===== src/rtl/operand_fetch.sv =====
// operand_fetch: decode-stage operand fetch with a register scoreboard.
//
// An instruction is captured when en is seen high in IDLE. Its source
// registers are checked against the pending scoreboard; while any source
// has a write in flight the unit stalls. Once the sources are clear, the
// operands are read from the register-file snapshot. ready then pulses for
// one cycle, and the destination is marked pending if the opcode writes.
// Writeback retires pending bits through wb_done/wb_op/wb_addr.
//
// Ports
//   clk        in   sole clock, rising edge
//   rst_n      in   asynchronous active-low reset
//   en         in   decode request, held high until ready is seen
//   instr      in   [15:12] op, [11:8] rd, [7:4] rs, [3:0] rt, [7:0] imm8
//   regs_flat  in   register file snapshot, reg i = bits [8i+7:8i]
//   wb_done    in   writeback retire pulse
//   wb_op      in   opcode retired by writeback
//   wb_addr    in   destination register retired by writeback
//   ready      out  one-cycle pulse, op_out/rd_out/opa/opb valid
//   op_out     out  captured opcode
//   rd_out     out  captured rd
//   opa, opb   out  operand values
//   stall      out  high while waiting on a pending source register
//   pending    out  scoreboard, bit i = write to reg i in flight
//
// state    | meaning
// ---------+--------------------------------------------------------
// IDLE     | waiting for en; instr is captured on entry to CHECK
// CHECK    | first hazard check against pending
// STALL    | a source is pending; recheck every cycle
// ISSUE    | operands latched; ready registered out; rd marked pending
// WAIT_LOW | holding until en drops before accepting the next instr

module operand_fetch #(
  parameter logic [3:0] OP_NOP  = 4'b0000,
  parameter logic [3:0] OP_LOD  = 4'b0001,
  parameter logic [3:0] OP_STO  = 4'b0010,
  parameter logic [3:0] OP_ADD  = 4'b0011,
  parameter logic [3:0] OP_ADDI = 4'b0100,
  parameter logic [3:0] OP_LODI = 4'b0101,
  parameter logic [3:0] OP_NAND = 4'b0110
) (
  input  logic         clk,
  input  logic         rst_n,
  input  logic         en,
  input  logic [15:0]  instr,
  input  logic [127:0] regs_flat,
  input  logic         wb_done,
  input  logic [3:0]   wb_op,
  input  logic [3:0]   wb_addr,
  output logic         ready,
  output logic [3:0]   op_out,
  output logic [3:0]   rd_out,
  output logic [7:0]   opa,
  output logic [7:0]   opb,
  output logic         stall,
  output logic [15:0]  pending
);

  typedef enum logic [2:0] {
    S_IDLE,
    S_CHECK,
    S_STALL,
    S_ISSUE,
    S_WAIT_LOW
  } state_t;

  state_t state, state_nxt;

  logic [15:0] instr_q;
  logic [3:0]  q_op, q_rd, q_rs, q_rt;
  logic [7:0]  q_imm;
  logic [7:0]  reg_rd, reg_rs, reg_rt;
  logic [7:0]  opa_nxt, opb_nxt;
  logic [15:0] src_mask;
  logic [15:0] set_mask, clr_mask;
  logic        hazard;
  logic        capture;
  logic        load_ops;

  function automatic logic writes_f(input logic [3:0] op);
    return (op == OP_LOD) || (op == OP_ADD) || (op == OP_ADDI) ||
           (op == OP_LODI) || (op == OP_NAND);
  endfunction

  assign q_op  = instr_q[15:12];
  assign q_rd  = instr_q[11:8];
  assign q_rs  = instr_q[7:4];
  assign q_rt  = instr_q[3:0];
  assign q_imm = instr_q[7:0];

  assign reg_rd = regs_flat[{q_rd, 3'b000} +: 8];
  assign reg_rs = regs_flat[{q_rs, 3'b000} +: 8];
  assign reg_rt = regs_flat[{q_rt, 3'b000} +: 8];

  // Source registers per opcode; undefined opcodes read nothing.
  always_comb begin
    src_mask = 16'h0000;
    case (q_op)
      OP_ADD, OP_NAND: begin
        src_mask[q_rs] = 1'b1;
        src_mask[q_rt] = 1'b1;
      end
      OP_ADDI: src_mask[q_rd] = 1'b1;
      OP_LOD:  src_mask[q_rs] = 1'b1;
      OP_STO: begin
        src_mask[q_rs] = 1'b1;
        src_mask[q_rd] = 1'b1;
      end
      default: src_mask = 16'h0000;
    endcase
  end

  always_comb begin
    opa_nxt = 8'h00;
    opb_nxt = 8'h00;
    case (q_op)
      OP_ADD, OP_NAND: begin
        opa_nxt = reg_rs;
        opb_nxt = reg_rt;
      end
      OP_ADDI: begin
        opa_nxt = reg_rd;
        opb_nxt = q_imm;
      end
      OP_LODI: opb_nxt = q_imm;
      OP_LOD:  opa_nxt = reg_rs;
      OP_STO: begin
        opa_nxt = reg_rs;
        opb_nxt = reg_rd;
      end
      default: begin
        opa_nxt = 8'h00;
        opb_nxt = 8'h00;
      end
    endcase
  end

  // The hazard check uses the scoreboard as it stands, before this
  // instruction's own destination is marked, so rd-as-source only stalls on
  // an older write.
  assign hazard = |(src_mask & pending);

  always_comb begin
    state_nxt = state;
    capture   = 1'b0;
    load_ops  = 1'b0;
    case (state)
      S_IDLE: begin
        if (en) begin
          capture   = 1'b1;
          state_nxt = S_CHECK;
        end
      end
      S_CHECK, S_STALL: begin
        if (hazard) begin
          state_nxt = S_STALL;
        end else begin
          load_ops  = 1'b1;
          state_nxt = S_ISSUE;
        end
      end
      S_ISSUE:    state_nxt = S_WAIT_LOW;
      S_WAIT_LOW: if (!en) state_nxt = S_IDLE;
      default:    state_nxt = S_IDLE;
    endcase
  end

  always_comb begin
    set_mask = 16'h0000;
    clr_mask = 16'h0000;
    if (state == S_ISSUE && writes_f(q_op)) set_mask[q_rd] = 1'b1;
    if (wb_done && writes_f(wb_op))         clr_mask[wb_addr] = 1'b1;
  end

  assign stall = (state == S_STALL);

  always_ff @(posedge clk or negedge rst_n) begin
    if (!rst_n) begin
      state   <= S_IDLE;
      instr_q <= 16'h0000;
      ready   <= 1'b0;
      op_out  <= 4'h0;
      rd_out  <= 4'h0;
      opa     <= 8'h00;
      opb     <= 8'h00;
      pending <= 16'h0000;
    end else begin
      state <= state_nxt;
      ready <= (state == S_ISSUE);
      if (capture) instr_q <= instr;
      if (load_ops) begin
        op_out <= q_op;
        rd_out <= q_rd;
        opa    <= opa_nxt;
        opb    <= opb_nxt;
      end
      // Set is applied after clear so a same-edge issue keeps the bit.
      pending <= (pending & ~clr_mask) | set_mask;
    end
  end

endmodule


===== config.mk =====
export PLATFORM = sky130hd
export DESIGN_NAME = operand_fetch
export DESIGN_NICKNAME = d
export VERILOG_FILES = /design/src/rtl/operand_fetch.sv
export SDC_FILE = /design/constraint.sdc
export NUM_CORES = 1
export LEC_CHECK = 0
export CAP_MARGIN = 10
export CORE_ASPECT_RATIO = 0.9
export CORE_MARGIN = 8
export CORE_UTILIZATION = 45
export DETAILED_ROUTE_END_ITERATION = 16
export PLACE_DENSITY = 0.78
export SLEW_MARGIN = 20
export SYNTH_ARGS = -nofsm -noshare
export SYNTH_HDL_FRONTEND = slang
export SYNTH_SLANG_ARGS = --single-unit

===== constraint.sdc =====
create_clock -name clk -period 5.3 [get_ports clk]
set_input_delay 1.325 -clock clk [delete_from_list [all_inputs] [get_ports clk]]
set_output_delay 1.325 -clock clk [all_outputs]
set_load 0.02 [all_outputs]

# Yosys cells after proc, flatten, opt, wreduce, memory -nomap -nowiden
# Index checks and enable logic that the tools add are counted.
totals:
  reg_bits: 60
  wordCells: 84
  input_bits: 156
  output_inout_bits: 42
classes:
  bitwise_logic: 6
  magnitude_cmp: 8
  n_shift: 3
  n_eq_ne: 17
  n_reduce_logical: 21
  muxes: 21
op_table:
  columns: ["op", "n"]
  rows:
  - ["128-bit by 8-bit indexed part select with 8-bit output", 3]
  - ["16-bit case mux with 4 select lines", 1]
  - ["16-bit OR", 3]
  - ["16-bit bitwise AND", 2]
  - ["16-bit 2-to-1 mux", 2]
  - ["4-bit by 3-bit == test with 1-bit output (second input constant)", 6]
  - ["8-bit case mux with 3 select lines", 1]
  - ["4-bit by 5-bit < comparator with 1-bit output (second input constant)", 4]
  - ["1-bit demux with 4-bit select", 4]
  - ["4-bit by 1-bit >= comparator with 1-bit output (second input constant)", 4]
  - ["16-bit inverter", 1]
  - ["8-bit case mux with 2 select lines", 1]
  - ["16-bit OR reduction", 1]
  - ["4-bit by 2-bit == test with 1-bit output (second input constant)", 3]
  - ["3-bit case mux with 4 select lines", 1]
  - ["1-bit 2-to-1 mux", 9]
  - ["4-bit by 1-bit == test with 1-bit output (second input constant)", 2]
  - ["1-bit logical OR", 8]
  - ["3-bit by 2-bit == test with 1-bit output (second input constant)", 2]
  - ["1-bit logical AND", 6]
  - ["3-bit 2-to-1 mux", 2]
  - ["2-bit OR reduction", 3]
  - ["2-bit != test (second input constant)", 2]
  - ["4-bit OR reduction", 1]
  - ["4 further kinds", 4]

# Logic depth before layout (Yosys ltp)
# Gate-level depths: netlist of run 1.
depth:
  depth_word: 10
  ltp_mapped: 9

# Least setup slack after synthesis of run 1
# Ideal clock, no wire load.
synth_timing:
  kind: "input to register"
  startpoint: "input regs_flat[126]"
  endpoint: "register opb[6]"
  setup_slack_ps: 2586
  arrival_time_ps: 2589
  cell_stages: 5
  path_buffers: 0
  required_ps: 5175
  path_cell_list: "mux4_2 -> a22oi_1 -> nand2_1 -> a221o_1 -> mux2_4"
synth_via:
  elab_chain_len: 2
  elab_cells_between_ends: 3
  classes_between: "shift (2); mux (1)"
synth_rtl:
  columns: ["item", "line", "text"]
  rows:
  - ["from (decl)", "47", "input logic [127:0] regs_flat,"]
  - ["128-bit by 8-bit indexed part select with 8-bit output (on tied branches)", "92, 94", null]
  - ["8-bit case mux with 3 select lines *", "117", "case (q_op)"]
  - ["to (signal assigned)", "196", "opb <= opb_nxt;"]
  - ["to (decl)", "55", "output logic [7:0] opb,"]
# Mark *: on every way between the ends. The rest lies on a longest branch, timed or not.
# A chain may end at the register's enable or synchronous reset.

# Worst setup path in the final report of run 1
layout_timing:
  startpoint: "register instr_q[8]"
  endpoint: "register opa[3]"
layout_via:
  elab_chain_len: 10
  elab_cells_between_ends: 13
  classes_between: "order compare (2); shift (1); mux (6); bitwise (2); reduce/logical (2)"
layout_rtl:
  columns: ["item", "line", "text"]
  rows:
  - ["from (decl)", "70", "logic [15:0] instr_q;"]
  - ["from (signal assigned)", "191", "if (capture) instr_q <= instr;"]
  - ["4-bit by 5-bit < comparator with 1-bit output (not written as such) / 4-bit by 1-bit >= comparator with 1-bit output (equally long branches)", "104, 108", null]
  - ["1-bit logical AND (not written as such)", "104, 108", null]
  - ["1-bit 2-to-1 mux (not written as such)", "104, 108", null]
  - ["1-bit demux with 4-bit select", "104, 108", null]
  - ["16-bit OR (no source line)", null, null]
  - ["16-bit case mux with 4 select lines", "99", "case (q_op)"]
  - ["16-bit bitwise AND", "142", "assign hazard = |(src_mask & pending);"]
  - ["16-bit OR reduction", "142", null]
  - ["1-bit 2-to-1 mux", "156", "if (hazard) begin"]
  - ["1-bit 2-to-1 mux", "148", "case (state)"]
  - ["to (signal assigned)", "195", "opa <= opa_nxt;"]
  - ["to (decl)", "54", "output logic [7:0] opa,"]
# Parallel ways exist; a longest one is shown, timed or not.

==> results of run 1 <==
-- final timing paths --
check | to | cells past startpoint | slack [ns]
worst max-delay path | opa[3] | 7 | 1.94
worst min-delay path | rd_out[2] | 1 | 0.50
worst max register to register | opa[3] | 7 | 1.94
worst min register to register | rd_out[2] | 1 | 0.50
max in group asynchronous | instr_q[8] | 2 | 3.59
min in group asynchronous | pending[10] | 2 | 1.15
-- logic make-up after synthesis --
kind of cell,synth area share
AND/OR/NAND/NOR,0.0851
flip-flops,0.245
AO/OA/AOI/OAI,0.125
multiplexers,0.499
buffers and inverters,0.0395
XOR/XNOR,0.00573
-- layout by cell type, fill, tap and decap left out, drive strengths merged, types with 7 or more instances in the layout --
cell type      Yosys  routed
a21oi              8       8
nand2b            11      11
o21ai             45      45
mux2              39      39
nor2              12      12
clkbuf            17       9
clkdlybuf4s50      0     196
mux2i             22      22
buf               32      10
a22oi             32      32
a221o              7       7
mux4             103     103
nor2b              7       7
dfrtp             60      60
nand2             41      41
-- worst max-delay path, delay by kind of cell (launching register included) --
family / cells / cell delay (ns)
compound gates: 3 / 0.97
mux: 2 / 0.61
flops: 1 / 0.82
buf+inv: 2 / 0.80
-- metrics by stage --
step	hold slack, ns	power [uW]	cell area [um2]	util	instances
2_1_floorplan	0.470	3550	6120	-	501
3_3_place_gp	0.488	4530	8150	0.612	825
3_5_place_dp	0.493	4610	8150	0.612	825
4_1_cts	0.504	5260	8470	0.636	841
5_1_grt	0.523	5600	8500	0.639	842
6_report	0.501	5350	8510	0.639	843
-- power by group --
| group | switching, uW | total, uW | leakage [uW] | internal (uW) |
|---|---|---|---|---|
| registers | 446 | 1110 | 0.000720 | 665 |
| clock network | 220 | 633 | 0.000156 | 413 |
| logic | 1700 | 3610 | 0.00227 | 1900 |
| total | 2370 | 5350 | 0.00315 | 2980 |
-- cell type report --
type,instances,area share
timing repair buffer,206,0.242
tap,168,0.0247
multi-input combinational,387,0.516
antenna,1,0.000294
clock buffer,9,0.0265
clock inverter,7,0.0116
sequential,60,0.177
inverter,5,0.00221
-- registers in the layout, summed over array words and instances (netlist names) --
name and count:
instr_q 16, opb 8, opa 8, rd_out 4, pending 16, op_out 4
state 3, ready 1
-- layer usage --
metal / vias up / part of all wire / GRT usage
met5: - / 0 / 0
met4: 0 / 0.034 / 0.106
met3: 56 / 0.11 / 0.0709
met2: 446 / 0.48 / 0.401
met1: 2897 / 0.38 / 0.331
li1: 2410 / - / -
==> results.py, run 1 <==
metrics = {
    "sta": {
        "setup_violations": 0,
        "finClkSkew_ns": 0.00962,
        "setup_ws_ns": 1.94,
        "setup_tns_ns": 0,
        "period_needed_ns": 3.36,
        "worstMarginPinSlew_ns": 1.01,
        "max_freq_mhz": 297,
        "final_hold_viol_count": 0,
        "min_period_over_period": 0.634,
        "relSlewSlack": 0.325,
        "rsz0062_at_grt": "false",
        "finalMaxSlewViolations": 0,
    },
    "worst_setup_path": {
        "reg2reg_from": "instr_q[8]",
        "cp_max_fo": 24,
        "critical_path.startpoint": "instr_q[8]",
        "critPathKind": "reg2reg",
        "critPathArrivalTime_ns": 3.57,
        "crit_path_start_kind": "flip-flop",
        "path_cells": "buf_4 -> mux4_2 -> o311ai_1 -> a211oi_1 -> o2111ai_4 -> buf_16 -> mux2_4",
        "critPathMaxStageDelay_ns": 0.82,
        "slowest_stage": "dfrtp_2",
        "cp-end-kind": "flip-flop",
        "cp.required_ns": 5.51,
    },
    "floorplanning": {
        "start_util": 0.459,
        "die_h_um": 127,
        "dieArea_mm2": 0.0176,
        "die_x_um": 139,
        "ioPinCount": 198,
        "placeableCoreArea_mm2": 0.0133,
        "rows": 40,
    },
    "global_route": {
        "globalRouteTotalUtil": 0.256,
        "grt_overflow_total": 0,
        "grt_pass1_vias": 5968,
        "grt_pass1_wl_um": 35200,
        "grt_max_degree": 61,
        "grt_antenna_before_repair": 0,
    },
    "synthesis": {
        "yosys_register_bits": 60,
        "syn_nets": 657,
        "yosysSeqAreaShare": 0.245,
        "synth_area_leaders": "mux4_2 38%, dfrtp_1 25%, mux2_4 4.7%",
        "ys_types": 44,
        "yosysMostFrequentCell": "mux4_2",
        "synth_cells": 501,
        "synth.cell_area_mm2": 0.00612,
        "yosys-top-cells-count": "103 x mux4_2, 60 x dfrtp_1, 45 x o21ai_0",
        "ys_warn_count": 0,
        "yosysTopAreaCell": "mux4_2",
        "ys.flop_type": "dfrtp_1",
        "postSynthAreaPerCell_um2": 12.2,
        "synth_edf_count": 0,
        "yosysTopAreaCellShare": 0.379,
        "synthArstFlopShare": 1.00,
    },
    "routing": {
        "num_vias": 5809,
        "avgViaCountPerCell": 6.89,
        "finalWirelength_um": 23200,
        "drtIter0Drc": 772,
        "drtPass1Iterations": 5,
        "drc": 0,
        "drtAntennaViolNets": 0,
        "wire_per_inst_um": 27.5,
    },
    "power": {
        "ir_drop_mv": 0.480,
        "powerDensity_mw_per_mm2": 629,
        "p_leak_uw": 0.00315,
    },
    "hold_path": {
        "hold_start": "rd_out[2]",
        "min_path_type": "reg2reg",
    },
    "cts": {
        "holdBufCountCts": 0,
        "root_buffer": "clkbuf_16",
        "cts.htree.levels": 3,
        "clk_latency_ns": 0.33,
        "numCtsBuffers": 9,
        "clkTransAtPathRegs_ns": 0.06,
        "cts_sinks": 60,
        "cts_setup_buffers": 0,
        "cts_max_path_buffers": 2,
        "cts_tree": "done",
        "cts_resized": 0,
    },
    "final_layout": {
        "drive_above_1_share": 0.270,
        "multi_input_area_mm2": 0.00439,
        "final_nets": 825,
        "syn_to_final_growth_pct": 39.1,
        "fill_cells": 1014,
        "ff_latch_area_mm2": 0.00151,
    },
    "place": {
        "preCtsSetupSlack_ns": 1.78,
        "place_congestion": 0.903,
        "io_buffers": 197,
        "hpwl_um": 17700,
    },
    "status": {
        "status": "complete, no violations",
    },
    "job": {
        "cap_violations": 0,
    },
}
(Power assumes the default switching activity.)
==> run 2, diff against run 1 <==
==> constraint.sdc (replaced) <==
create_clock -name clk -period 3.5 [get_ports clk]
set_input_delay 0.875 -clock clk [delete_from_list [all_inputs] [get_ports clk]]
set_output_delay 0.875 -clock clk [all_outputs]
set_load 0.02 [all_outputs]
==> results.py, run 2 (synthesized netlist as in run 1, its figures left out) <==
metrics = {
    "cts": {
        "numCtsBuffers": 9,
        "cts_setup_buffers": 0,
        "clkTransAtPathRegs_ns": 0.05,
        "cts_resized": 0,
        "root_buffer": "clkbuf_16",
        "holdBufCountCts": 0,
        "cts.htree.levels": 3,
        "cts_tree": "done",
        "cts_sinks": 60,
        "clk_latency_ns": 0.33,
        "cts_max_path_buffers": 2,
    },
    "sta": {
        "setup_ws_ns": 0.512,
        "timing.hold.ws_ns": 0.507,
        "worstMarginPinSlew_ns": 0.950,
        "rsz0062_at_grt": "false",
        "finClkSkew_ns": 0.00972,
        "finalMaxSlewViolations": 0,
        "setup_violations": 0,
        "period_needed_ns": 2.99,
        "max_freq_mhz": 335,
        "relSlewSlack": 0.365,
        "min_period_over_period": 0.854,
        "setup_tns_ns": 0,
        "final_hold_viol_count": 0,
    },
    "final_layout": {
        "final_cell_mix": "196 x clkdlybuf4s50_1, 103 x mux4_2, 57 x dfrtp_1",
        "layout_commonest_cell": "clkdlybuf4s50_1",
        "final_nets": 837,
        "fin_util": 0.644,
        "reg.largest.list": "instr_q (16), pending (16)",
        "drive_above_1_share": 0.279,
        "syn_to_final_growth_pct": 40.3,
        "diodes": 0,
    },
    "routing": {
        "finalWirelength_um": 23200,
        "avgViaCountPerCell": 6.87,
        "drtPass1Iterations": 8,
        "drc": 0,
        "num_vias": 5864,
        "drtIter0Drc": 821,
        "wire_per_inst_um": 27.2,
        "drtAntennaViolNets": 0,
    },
    "power": {
        "p_leak_uw": 0.00320,
        "powerDensity_mw_per_mm2": 948,
        "total_power_uw": 8130,
        "ir_drop_mv": 0.492,
        "p_clk_frac": 0.122,
        "seqPwrFrac": 0.198,
        "intPower_uw": 4570,
        "p_sw_uw": 3560,
        "power_frac_comb": 0.679,
        "p_sw_frac": 0.438,
    },
    "worst_setup_path": {
        "path_cells": "buf_4 -> mux4_2 -> a22oi_1 -> nand2_1 -> a221o_1 -> mux2_4",
        "crit_path_start_kind": "flip-flop",
        "reg2reg_from": "instr_q[8]",
        "timing.rr.end": "opb[5]",
        "slowest_stage": "dfrtp_2",
        "critical_path.startpoint": "instr_q[8]",
        "cp.required_ns": 3.71,
        "critPathArrivalTime_ns": 3.20,
        "cp-end-kind": "flip-flop",
        "r2r_slack_ns": 0.51,
        "critPathKind": "reg2reg",
        "cp_max_fo": 25,
        "ff2ff_path_depth": 6,
        "critPathCapture": "opb[5]",
        "critPathMaxStageDelay_ns": 0.78,
    },
    "place": {
        "io_buffers": 197,
        "hpwl_um": 18100,
        "preCtsSetupSlack_ns": 0.524,
        "place_congestion": 0.964,
    },
    "job": {
        "cap_violations": 0,
    },
    "hold_path": {
        "min_path_type": "in2async",
    },
    "global_route": {
        "grt_overflow_total": 0,
        "grt_max_degree": 35,
        "grt_pass1_wl_um": 35700,
        "globalRouteTotalUtil": 0.260,
        "grt_antenna_before_repair": 0,
        "grt_pass1_vias": 6162,
    },
    "floorplanning": {
        "start_util": 0.459,
        "rows": 40,
        "placeableCoreArea_mm2": 0.0133,
        "die_h_um": 127,
        "die_x_um": 139,
        "dieArea_mm2": 0.0176,
        "ioPinCount": 198,
    },
    "status": {
        "status": "complete, no violations",
    },
}
run 2: cell type report:
| class | instances | area [um2] |
|---|---|---|
| multi-input cells | 387 | 4380 |
| inverters | 5 | 18.8 |
| well taps | 168 | 210 |
| repair buffers | 218 | 2120 |
| fillers | 1027 | 4730 |
| clock inverters | 3 | 68.8 |
| clock buffers | 12 | 267 |
| flip-flops and latches | 60 | 1510 |
run 2: how the worst min path moves through the flow:
stage	slack, ns	startpoint	endpoint	depth (start not counted)
detailed placement	0.50	opa[1]	opa[1]	1
global route	0.52	opa[5]	opa[5]	1
floorplan	0.47	state[2]	state[1]	1
global placement	0.50	op_out[0]	op_out[0]	1
CTS	0.51	rst_n	pending[0]	1
finish	0.51	rst_n	pending[0]	1
run 2: through the flow:
step	cells	cell area (um2)
after floorplan	501	6120
after global placement	838	8240
after detailed placement	838	8240
after CTS	853	8580
after global routing	853	8580
final	853	8580
run 2: critical path: cells and delay by family (launching register included):
family,cells,cell delay (ns)
simple gates,1,0.12
flops,1,0.78
buf+inv,1,0.48
compound gates,2,0.65
mux,2,0.82
run 2: power groups by stage:
stage | sequential, uW | combinational [uW] | clock (uW)
6_report | 1610 | 5520 | 994
4_1_cts | 1610 | 5440 | 1000
5_1_grt | 1680 | 5800 | 1030
2_1_floorplan | 1450 | 3920 | 0
3_5_place_dp | 1610 | 5410 | 0
3_3_place_gp | 1600 | 5300 | 0
run 2: layer usage:
layer / global-route usage / vias up / wire length (um)
met2: 0.425 / 475 / 11300
li1: - / 2420 / -
met4: 0.0838 / 0 / 697
met1: 0.325 / 2904 / 8450
met5: 0 / - / 0
met3: 0.0769 / 65 / 2780
